File: config.mk
export PLATFORM = sky130hd
export DESIGN_NAME = lsu_axil_flat
export DESIGN_NICKNAME = d
export VERILOG_FILES = /design/src/rtl/lsu_pkg.sv /design/src/rtl/lsu_axil_if.sv /design/src/rtl/lsu_align.sv /design/src/rtl/lsu_axil.sv /design/src/flat_wrapper.sv
export SDC_FILE = /design/constraint.sdc
export NUM_CORES = 1
export LEC_CHECK = 0
export BUFFER_PORTS_ARGS = -buffer_cell sky130_fd_sc_hd__buf_2
export CORE_ASPECT_RATIO = 1.25
export CORE_MARGIN = 10
export CORE_UTILIZATION = 39
export CTS_BUF_LIST = sky130_fd_sc_hd__clkbuf_16
export CTS_CLUSTER_SIZE = 12
export DETAILED_ROUTE_END_ITERATION = 16
export GPL_TIMING_DRIVEN = 0
export PLACE_DENSITY = 0.78
export SLEW_MARGIN = 20
export SYNTH_ARGS = -nofsm -noshare
export SYNTH_HDL_FRONTEND = slang
export SYNTH_HIERARCHICAL = 1
export SYNTH_SLANG_ARGS = --single-unit
File: constraint.sdc
create_clock -name clk -period 4.05 [get_ports clk]
set_clock_uncertainty 0.15 [all_clocks]
set_input_delay 0.81 -clock clk [delete_from_list [all_inputs] [get_ports clk]]
set_output_delay 0.81 -clock clk [all_outputs]
set_load 0.02 [all_outputs]
File: src/rtl/lsu_pkg.sv
// Shared types and constants for the AXI4-Lite load/store unit.
package lsu_pkg;

    typedef enum logic [2:0] {
        IDLE,
        RD,
        RDATA,
        WR,
        WRESP,
        ERR_RSP,
        RSP
    } lsu_state_t;

    localparam logic [2:0] MR_LB  = 3'd0;
    localparam logic [2:0] MR_LH  = 3'd1;
    localparam logic [2:0] MR_LW  = 3'd2;
    localparam logic [2:0] MR_LBU = 3'd4;
    localparam logic [2:0] MR_LHU = 3'd5;

    localparam logic [1:0] AXI_RESP_OKAY = 2'b00;

    function automatic logic mr_legal(input logic [2:0] mr);
        case (mr)
            MR_LB, MR_LH, MR_LW, MR_LBU, MR_LHU: return 1'b1;
            default:                             return 1'b0;
        endcase
    endfunction

endpackage

File: src/rtl/lsu_axil_if.sv
// AXI4-Lite bus bundle; master modport is the LSU, slave modport is the memory side.
interface lsu_axil_if #(
    parameter int ADDR_WIDTH = 32
);
    logic [ADDR_WIDTH-1:0] araddr;
    logic                  arvalid;
    logic                  arready;
    logic [31:0]           rdata;
    logic [1:0]            rresp;
    logic                  rvalid;
    logic                  rready;

    logic [ADDR_WIDTH-1:0] awaddr;
    logic                  awvalid;
    logic                  awready;
    logic [31:0]           wdata;
    logic [3:0]            wstrb;
    logic                  wvalid;
    logic                  wready;
    logic [1:0]            bresp;
    logic                  bvalid;
    logic                  bready;

    modport master (
        output araddr, arvalid, rready,
        output awaddr, awvalid, wdata, wstrb, wvalid, bready,
        input  arready, rdata, rresp, rvalid,
        input  awready, wready, bresp, bvalid
    );

    modport slave (
        input  araddr, arvalid, rready,
        input  awaddr, awvalid, wdata, wstrb, wvalid, bready,
        output arready, rdata, rresp, rvalid,
        output awready, wready, bresp, bvalid
    );

endinterface

File: src/rtl/lsu_align.sv
// Combinational byte-lane logic: store lane placement, load extraction/extension,
// and legality/alignment check of an incoming op.
module lsu_align
    import lsu_pkg::*;
(
    input  logic [1:0]  chk_addr_lo_i,
    input  logic [2:0]  chk_mrtype_i,
    output logic        misaligned_o,
    output logic        illegal_o,

    input  logic [1:0]  offset_i,
    input  logic [2:0]  mrtype_i,
    input  logic [31:0] wdata_i,
    input  logic [31:0] rdata_i,
    output logic [31:0] wdata_o,
    output logic [3:0]  wstrb_o,
    output logic [31:0] ldata_o
);

    logic [3:0]  strb_base;
    logic [31:0] ld_shifted;

    assign illegal_o = !mr_legal(chk_mrtype_i);

    always_comb begin
        misaligned_o = 1'b0;
        case (chk_mrtype_i[1:0])
            2'd1:    misaligned_o = chk_addr_lo_i[0];
            2'd2:    misaligned_o = |chk_addr_lo_i;
            default: misaligned_o = 1'b0;
        endcase
    end

    always_comb begin
        strb_base = 4'b1111;
        case (mrtype_i[1:0])
            2'd0:    strb_base = 4'b0001;
            2'd1:    strb_base = 4'b0011;
            default: strb_base = 4'b1111;
        endcase
    end

    assign wdata_o    = wdata_i << {offset_i, 3'b000};
    assign wstrb_o    = strb_base << offset_i;
    assign ld_shifted = rdata_i >> {offset_i, 3'b000};

    // mrtype[2] selects zero extension (LBU/LHU)
    always_comb begin
        ldata_o = ld_shifted;
        case (mrtype_i[1:0])
            2'd0: ldata_o = mrtype_i[2] ? {24'b0, ld_shifted[7:0]}
                                        : {{24{ld_shifted[7]}}, ld_shifted[7:0]};
            2'd1: ldata_o = mrtype_i[2] ? {16'b0, ld_shifted[15:0]}
                                        : {{16{ld_shifted[15]}}, ld_shifted[15:0]};
            default: ldata_o = ld_shifted;
        endcase
    end

endmodule

File: src/rtl/lsu_axil.sv
// Load/store unit: one op at a time, executed as a single AXI4-Lite transaction,
// result held in one response register until writeback takes it.
module lsu_axil
    import lsu_pkg::*;
#(
    parameter int ADDR_WIDTH    = 32,
    parameter bit MISALIGN_TRAP = 1'b1
) (
    input  logic                  clk,
    input  logic                  rst,

    input  logic                  req_valid_i,
    output logic                  req_ready_o,
    input  logic                  req_wen_i,
    input  logic [ADDR_WIDTH-1:0] req_addr_i,
    input  logic [31:0]           req_wdata_i,
    input  logic [2:0]            req_mrtype_i,

    output logic                  rsp_valid_o,
    input  logic                  rsp_ready_i,
    output logic [31:0]           rsp_rdata_o,
    output logic                  rsp_err_o,

    lsu_axil_if.master            axi
);

    lsu_state_t            state_q, state_d;
    logic [ADDR_WIDTH-1:0] addr_q, addr_d;
    logic [31:0]           wdata_q, wdata_d;
    logic [2:0]            mrtype_q, mrtype_d;
    logic                  arvalid_q, arvalid_d;
    logic                  rready_q, rready_d;
    logic                  awvalid_q, awvalid_d;
    logic                  wvalid_q, wvalid_d;
    logic                  bready_q, bready_d;
    logic                  aw_done_q, aw_done_d;
    logic                  w_done_q, w_done_d;
    logic                  rsp_valid_q, rsp_valid_d;
    logic                  rsp_err_q, rsp_err_d;
    logic [31:0]           rsp_rdata_q, rsp_rdata_d;

    logic                  misaligned;
    logic                  illegal;
    logic [31:0]           bus_wdata;
    logic [3:0]            bus_wstrb;
    logic [31:0]           ld_data;
    logic                  aw_fin;
    logic                  w_fin;

    // Check path looks at the live request; data path at the latched one.
    lsu_align u_align (
        .chk_addr_lo_i (req_addr_i[1:0]),
        .chk_mrtype_i  (req_mrtype_i),
        .misaligned_o  (misaligned),
        .illegal_o     (illegal),
        .offset_i      (addr_q[1:0]),
        .mrtype_i      (mrtype_q),
        .wdata_i       (wdata_q),
        .rdata_i       (axi.rdata),
        .wdata_o       (bus_wdata),
        .wstrb_o       (bus_wstrb),
        .ldata_o       (ld_data)
    );

    assign aw_fin = aw_done_q || (awvalid_q && axi.awready);
    assign w_fin  = w_done_q  || (wvalid_q  && axi.wready);

    always_comb begin
        state_d     = state_q;
        addr_d      = addr_q;
        wdata_d     = wdata_q;
        mrtype_d    = mrtype_q;
        arvalid_d   = arvalid_q;
        rready_d    = rready_q;
        awvalid_d   = awvalid_q;
        wvalid_d    = wvalid_q;
        bready_d    = bready_q;
        aw_done_d   = aw_done_q;
        w_done_d    = w_done_q;
        rsp_valid_d = rsp_valid_q;
        rsp_err_d   = rsp_err_q;
        rsp_rdata_d = rsp_rdata_q;

        case (state_q)
            IDLE: begin
                if (req_valid_i) begin
                    addr_d   = req_addr_i;
                    wdata_d  = req_wdata_i;
                    mrtype_d = req_mrtype_i;
                    if (illegal || (misaligned && MISALIGN_TRAP)) begin
                        state_d = ERR_RSP;
                    end else begin
                        // Untrapped misaligned ops are forced onto lane 0
                        if (misaligned) addr_d[1:0] = 2'b00;
                        if (req_wen_i) begin
                            state_d   = WR;
                            awvalid_d = 1'b1;
                            wvalid_d  = 1'b1;
                            aw_done_d = 1'b0;
                            w_done_d  = 1'b0;
                        end else begin
                            state_d   = RD;
                            arvalid_d = 1'b1;
                        end
                    end
                end
            end
            RD: begin
                if (axi.arready) begin
                    arvalid_d = 1'b0;
                    rready_d  = 1'b1;
                    state_d   = RDATA;
                end
            end
            RDATA: begin
                if (axi.rvalid) begin
                    rready_d    = 1'b0;
                    rsp_err_d   = (axi.rresp != AXI_RESP_OKAY);
                    rsp_rdata_d = (axi.rresp != AXI_RESP_OKAY) ? 32'd0 : ld_data;
                    rsp_valid_d = 1'b1;
                    state_d     = RSP;
                end
            end
            WR: begin
                if (awvalid_q && axi.awready) begin
                    awvalid_d = 1'b0;
                    aw_done_d = 1'b1;
                end
                if (wvalid_q && axi.wready) begin
                    wvalid_d = 1'b0;
                    w_done_d = 1'b1;
                end
                if (aw_fin && w_fin) begin
                    bready_d = 1'b1;
                    state_d  = WRESP;
                end
            end
            WRESP: begin
                if (axi.bvalid) begin
                    bready_d    = 1'b0;
                    rsp_err_d   = (axi.bresp != AXI_RESP_OKAY);
                    rsp_rdata_d = 32'd0;
                    rsp_valid_d = 1'b1;
                    state_d     = RSP;
                end
            end
            ERR_RSP: begin
                rsp_err_d   = 1'b1;
                rsp_rdata_d = 32'd0;
                rsp_valid_d = 1'b1;
                state_d     = RSP;
            end
            RSP: begin
                if (rsp_ready_i) begin
                    rsp_valid_d = 1'b0;
                    state_d     = IDLE;
                end
            end
            default: state_d = IDLE;
        endcase
    end

    always_ff @(posedge clk or posedge rst) begin
        if (rst) begin
            state_q     <= IDLE;
            addr_q      <= '0;
            wdata_q     <= '0;
            mrtype_q    <= '0;
            arvalid_q   <= 1'b0;
            rready_q    <= 1'b0;
            awvalid_q   <= 1'b0;
            wvalid_q    <= 1'b0;
            bready_q    <= 1'b0;
            aw_done_q   <= 1'b0;
            w_done_q    <= 1'b0;
            rsp_valid_q <= 1'b0;
            rsp_err_q   <= 1'b0;
            rsp_rdata_q <= '0;
        end else begin
            state_q     <= state_d;
            addr_q      <= addr_d;
            wdata_q     <= wdata_d;
            mrtype_q    <= mrtype_d;
            arvalid_q   <= arvalid_d;
            rready_q    <= rready_d;
            awvalid_q   <= awvalid_d;
            wvalid_q    <= wvalid_d;
            bready_q    <= bready_d;
            aw_done_q   <= aw_done_d;
            w_done_q    <= w_done_d;
            rsp_valid_q <= rsp_valid_d;
            rsp_err_q   <= rsp_err_d;
            rsp_rdata_q <= rsp_rdata_d;
        end
    end

    assign req_ready_o = (state_q == IDLE);
    assign rsp_valid_o = rsp_valid_q;
    assign rsp_err_o   = rsp_err_q;
    assign rsp_rdata_o = rsp_rdata_q;

    assign axi.araddr  = {addr_q[ADDR_WIDTH-1:2], 2'b00};
    assign axi.arvalid = arvalid_q;
    assign axi.rready  = rready_q;
    assign axi.awaddr  = {addr_q[ADDR_WIDTH-1:2], 2'b00};
    assign axi.awvalid = awvalid_q;
    assign axi.wdata   = bus_wdata;
    assign axi.wstrb   = bus_wstrb;
    assign axi.wvalid  = wvalid_q;
    assign axi.bready  = bready_q;

endmodule

File: src/flat_wrapper.sv
// flat-port wrapper written by rule: the top's interface ports become plain ports
module lsu_axil_flat import lsu_pkg::*;
#(
    parameter int ADDR_WIDTH    = 32,
    parameter bit MISALIGN_TRAP = 1'b1
)
  (clk, rst, req_valid_i, req_ready_o, req_wen_i, req_addr_i, req_wdata_i, req_mrtype_i, rsp_valid_o, rsp_ready_i, rsp_rdata_o, rsp_err_o, axi_araddr, axi_arvalid, axi_rready, axi_awaddr, axi_awvalid, axi_wdata, axi_wstrb, axi_wvalid, axi_bready, axi_arready, axi_rdata, axi_rresp, axi_rvalid, axi_awready, axi_wready, axi_bresp, axi_bvalid);
  lsu_axil_if #(.ADDR_WIDTH(ADDR_WIDTH)) axi_i ();
  input  logic clk;
  input  logic rst;
  input  logic req_valid_i;
  output logic req_ready_o;
  input  logic req_wen_i;
  input  logic [ADDR_WIDTH-1:0] req_addr_i;
  input  logic [31:0] req_wdata_i;
  input  logic [2:0] req_mrtype_i;
  output logic rsp_valid_o;
  input  logic rsp_ready_i;
  output logic [31:0] rsp_rdata_o;
  output logic rsp_err_o;
  output wire logic [$bits(axi_i.araddr)-1:0] axi_araddr;
  output wire logic [$bits(axi_i.arvalid)-1:0] axi_arvalid;
  output wire logic [$bits(axi_i.rready)-1:0] axi_rready;
  output wire logic [$bits(axi_i.awaddr)-1:0] axi_awaddr;
  output wire logic [$bits(axi_i.awvalid)-1:0] axi_awvalid;
  output wire logic [$bits(axi_i.wdata)-1:0] axi_wdata;
  output wire logic [$bits(axi_i.wstrb)-1:0] axi_wstrb;
  output wire logic [$bits(axi_i.wvalid)-1:0] axi_wvalid;
  output wire logic [$bits(axi_i.bready)-1:0] axi_bready;
  input wire logic [$bits(axi_i.arready)-1:0] axi_arready;
  input wire logic [$bits(axi_i.rdata)-1:0] axi_rdata;
  input wire logic [$bits(axi_i.rresp)-1:0] axi_rresp;
  input wire logic [$bits(axi_i.rvalid)-1:0] axi_rvalid;
  input wire logic [$bits(axi_i.awready)-1:0] axi_awready;
  input wire logic [$bits(axi_i.wready)-1:0] axi_wready;
  input wire logic [$bits(axi_i.bresp)-1:0] axi_bresp;
  input wire logic [$bits(axi_i.bvalid)-1:0] axi_bvalid;
  assign axi_araddr = axi_i.araddr;
  assign axi_arvalid = axi_i.arvalid;
  assign axi_rready = axi_i.rready;
  assign axi_awaddr = axi_i.awaddr;
  assign axi_awvalid = axi_i.awvalid;
  assign axi_wdata = axi_i.wdata;
  assign axi_wstrb = axi_i.wstrb;
  assign axi_wvalid = axi_i.wvalid;
  assign axi_bready = axi_i.bready;
  assign axi_i.arready = axi_arready;
  assign axi_i.rdata = axi_rdata;
  assign axi_i.rresp = axi_rresp;
  assign axi_i.rvalid = axi_rvalid;
  assign axi_i.awready = axi_awready;
  assign axi_i.wready = axi_wready;
  assign axi_i.bresp = axi_bresp;
  assign axi_i.bvalid = axi_bvalid;
  lsu_axil #(.ADDR_WIDTH(ADDR_WIDTH), .MISALIGN_TRAP(MISALIGN_TRAP)) u_core (.clk(clk), .rst(rst), .req_valid_i(req_valid_i), .req_ready_o(req_ready_o), .req_wen_i(req_wen_i), .req_addr_i(req_addr_i), .req_wdata_i(req_wdata_i), .req_mrtype_i(req_mrtype_i), .rsp_valid_o(rsp_valid_o), .rsp_ready_i(rsp_ready_i), .rsp_rdata_o(rsp_rdata_o), .rsp_err_o(rsp_err_o), .axi(axi_i));
endmodule
==> summary.md <==
| Metric | Value |
|---|---|
| Status | `finished clean` |
| Root Buffer | `clkbuf_16` |
| Highest clock rate | `323 MHz` |
| Worst Path Required | `3.09 ns` |
| Simple-gate portion of the synthesized area | `11.5%` |
| Share of cells above drive strength 1 | `48.9%` |
| Maximum vdd drop | `479 µV` |
| Ys async rst share | `100%` |
| Most used cell, CP | `buf_6` |
| Worst path slowest cell | `nor2_1` |
| First-pass GRT wire length | `31.9 mm` |
| Main combinational cell family by area after synthesis | `multiplexers` |
| Clk_lat worst skew | `0.35 ns` |
| CTS tree | `built` |
| Crit path arrival time | `2.14 ns` |
| Post-Syn Area | `0.00631 mm²` |
| Hold_buf cts | `0` |
| DRT Pass-1 Iters | `4` |
| Total Power | `7360 µW` |
| Crit-path cells | `buf_6, buf_4, buf_6, nor2_1, and2_1, buf_2` |
| Hold WC Path Type | `register to register` |
| Syn Area/Cell | `10.1 µm²` |
| Slew headroom | `56.7%` |
| Worst path max stage delay | `0.50 ns` |
| Multi-input gate area | `0.00268 mm²` |
| Final ANT Viol Nets | `0` |
| Setup crit start kind | `register` |
| Maxcap violations | `0` |
| CP Class | `register to output port` |
| Core Box Area | `0.0158 mm²` |
| IO Pins | `253` |
| Final min period | `3.10 ns` |
| Post-synthesis compound-gate area fraction | `12.2%` |
| FF/Latch Area | `0.00278 mm²` |
| Dpl hpwl | `16.1 mm` |
| Number of remaining DRC errors | `0` |
| Post-synthesis adder-cell area fraction | `0.595%` |
| Final Util | `52.0%` |
| Initial antenna violation count | `1` |
| YS warnings | `6` |
| PD cells | `898 mW/mm²` |
| Largest net degree at the start of global routing | `64` |
| Routed wire length | `20.3 mm` |
| Area Overhead vs Synth | `29.9%` |
| Total die area | `0.0217 mm²` |
| CTS buffer count | `9` |
| Placement Setup Slack | `1.33 ns` |
| Vias in the first global route | `5952` |
| H-tree levels | `3` |
| Flops & latches, synth | `111` |
| Top_reg_cell synth | `dfrtp_1` |
| Post-synth EDFFs | `0` |
| Setup Buffers After CTS | `0` |
| Sequential area share after synthesis | `44.0%` |
| Clock-pin slew on the worst setup and hold paths | `0.07 ns` |
| Maximum net fanout on the critical path | `10` |
| Die H | `162 µm` |
| Syn Inst Count | `626` |
| Final setup viols | `0` |
| Final period utilization | `76.5%` |
| PortBufs | `248` |
| Unique cell type count in the Yosys netlist | `43` |
| Post-synthesis mux area share | `18.0%` |
| Slew Limit Fails | `0` |
| Clock sinks | `111` |
| Synth Area in XOR/XNOR | `0%` |
| Site Rows | `51` |
| Gpl congestion | `0.893` |
| DR vias | `5595` |
| Leakage | `0.00416 µW` |
| Setup tns final | `0 ns` |
| Hold Worst Slack | `0.353 ns` |
| Chip width | `134 µm` |
| Nets | `1005` |
| Post_cts resized | `0` |
| Worst Setup End Kind | `output port` |
| Drt wl/cell | `18.4 µm` |
| Worst-Margin Slew | `0.647 ns` |
| Via-per-instance ratio | `5.06` |
| # diodes | `0` |
| Initial Util | `40.0%` |
| RSZ-0062 raised after global routing | `no` |
| Iter 0 DRT Violations | `357` |
| Layout fillers | `1488` |
| Bufs on Longest Clock Path | `2` |
| Grt total ovfl | `0` |
| Final Hold Fails | `0` |
| GR Util All Layers | `18.4%` |
| Final worst slack | `0.950 ns` |
-- state kept, by name, summed over array words and instances (netlist names) --
signal              cells
u_core/aw_done_q        1
u_core/state_q          3
u_core/axi.arvalid      1
u_core/rsp_err_o        1
u_core/axi.awvalid      1
u_core/addr_q          32
u_core/w_done_q         1
u_core/axi.wvalid       1
u_core/rsp_rdata_o     32
u_core/rsp_valid_o      1
u_core/wdata_q         32
u_core/axi.rready       1
u_core/mrtype_q         3
u_core/axi.bready       1
-- stage by stage --
stage / cells / area [µm²]
after floorplan: 629 / 6320
after global placement: 1089 / 7830
after detailed placement: 1090 / 7860
after CTS: 1105 / 8200
after global routing: 1105 / 8200
final: 1105 / 8200
-- cell usage after synthesis (3+ instances only) --
master / instances / area [µm²]
mux2_2: 68 / 766
ha_1: 3 / 37.5
buf_4: 67 / 503
a211oi_1: 23 / 173
buf_2: 26 / 130
nor2_1: 35 / 131
dfrtp_1: 111 / 2780
o21ai_0: 51 / 255
and2_1: 8 / 50.1
nand2_1: 25 / 93.8
a31oi_1: 5 / 31.3
a32o_1: 3 / 30.0
nor2b_1: 17 / 106
mux2i_1: 37 / 370
nand4_1: 32 / 200
a21oi_1: 21 / 105
o21bai_1: 3 / 22.5
buf_6: 3 / 33.8
nor3_1: 3 / 15.0
nand2b_1: 6 / 37.5
inv_1: 40 / 150
clkbuf_1: 11 / 41.3
-- layer usage --
| layer | part of all wire, % | up-vias | track usage (%) |
|---|---|---|---|
| met5 | 0.064 | - | 0 |
| met4 | 2.8 | 2 | 7.63 |
| met3 | 9.5 | 42 | 6.08 |
| met2 | 50 | 256 | 31.6 |
| met1 | 37 | 2663 | 20.3 |
| li1 | - | 2632 | - |
-- layout by cell type (no fill, tap or decap), types with 4 or more instances in the layout --
master,n
mux2i_1,37
nor2b_1,17
and2_1,8
nor2_1,35
a31oi_1,5
conb_1,4
o21ai_0,51
a21oi_1,21
nand2_1,25
inv_1,39
a211oi_1,23
nand4_1,32
clkbuf_16,9
nand2b_1,6
buf_4,67
buf_2,274
mux2_2,68
dfrtp_1,111
clkbuf_1,11
-- area by class of cell --
cell class                 count  share of cell area [%]
tap                          212                    3.24
inverter                      40                    1.89
buffer                       108                    8.69
multi-input combinational    370                    32.7
clock inverter                 6                    1.33
clock buffer                   9                    2.75
timing repair buffer         249                    15.5
sequential                   111                    33.9
-- cell families after synthesis --
logic type	Yosys count
buf+inv	148
simple gates	135
compound gates	123
flops	111
mux	105
fa+ha+maj	3
other cells	1
-- power by group --
part | switching (µW) | total [µW] | internal [µW]
Clock | 405 | 1010 | 602
Sequential | 360 | 1970 | 1610
Combinational | 2560 | 4390 | 1830
Total | 3330 | 7360 | 4040
-- path summary, 6_finish.rpt --
check | start | endpoint | slack [ns] | cells past startpoint
min in group asynchronous | rst | u_core/addr_q[14] | 0.38 | 2
max in group asynchronous | rst | u_core/wdata_q[2] | 2.72 | 3
setup / recovery | u_core/addr_q[0] | axi_wdata[7] | 0.95 | 6
hold reg to reg | u_core/wdata_q[25] | u_core/wdata_q[25] | 0.35 | 1
setup reg to reg | u_core/mrtype_q[0] | u_core/rsp_rdata_o[15] | 1.97 | 6
hold / removal | u_core/wdata_q[25] | u_core/wdata_q[25] | 0.35 | 1
-- worst max-delay path: cells and delay by family, from the launching register on --
family | cells | cell delay (ns)
buffers and inverters | 4 | 0.64
DFF | 1 | 0.39
and+or+nand+nor | 2 | 0.74
No activity file was read; power rests on OpenSTA's default activity.
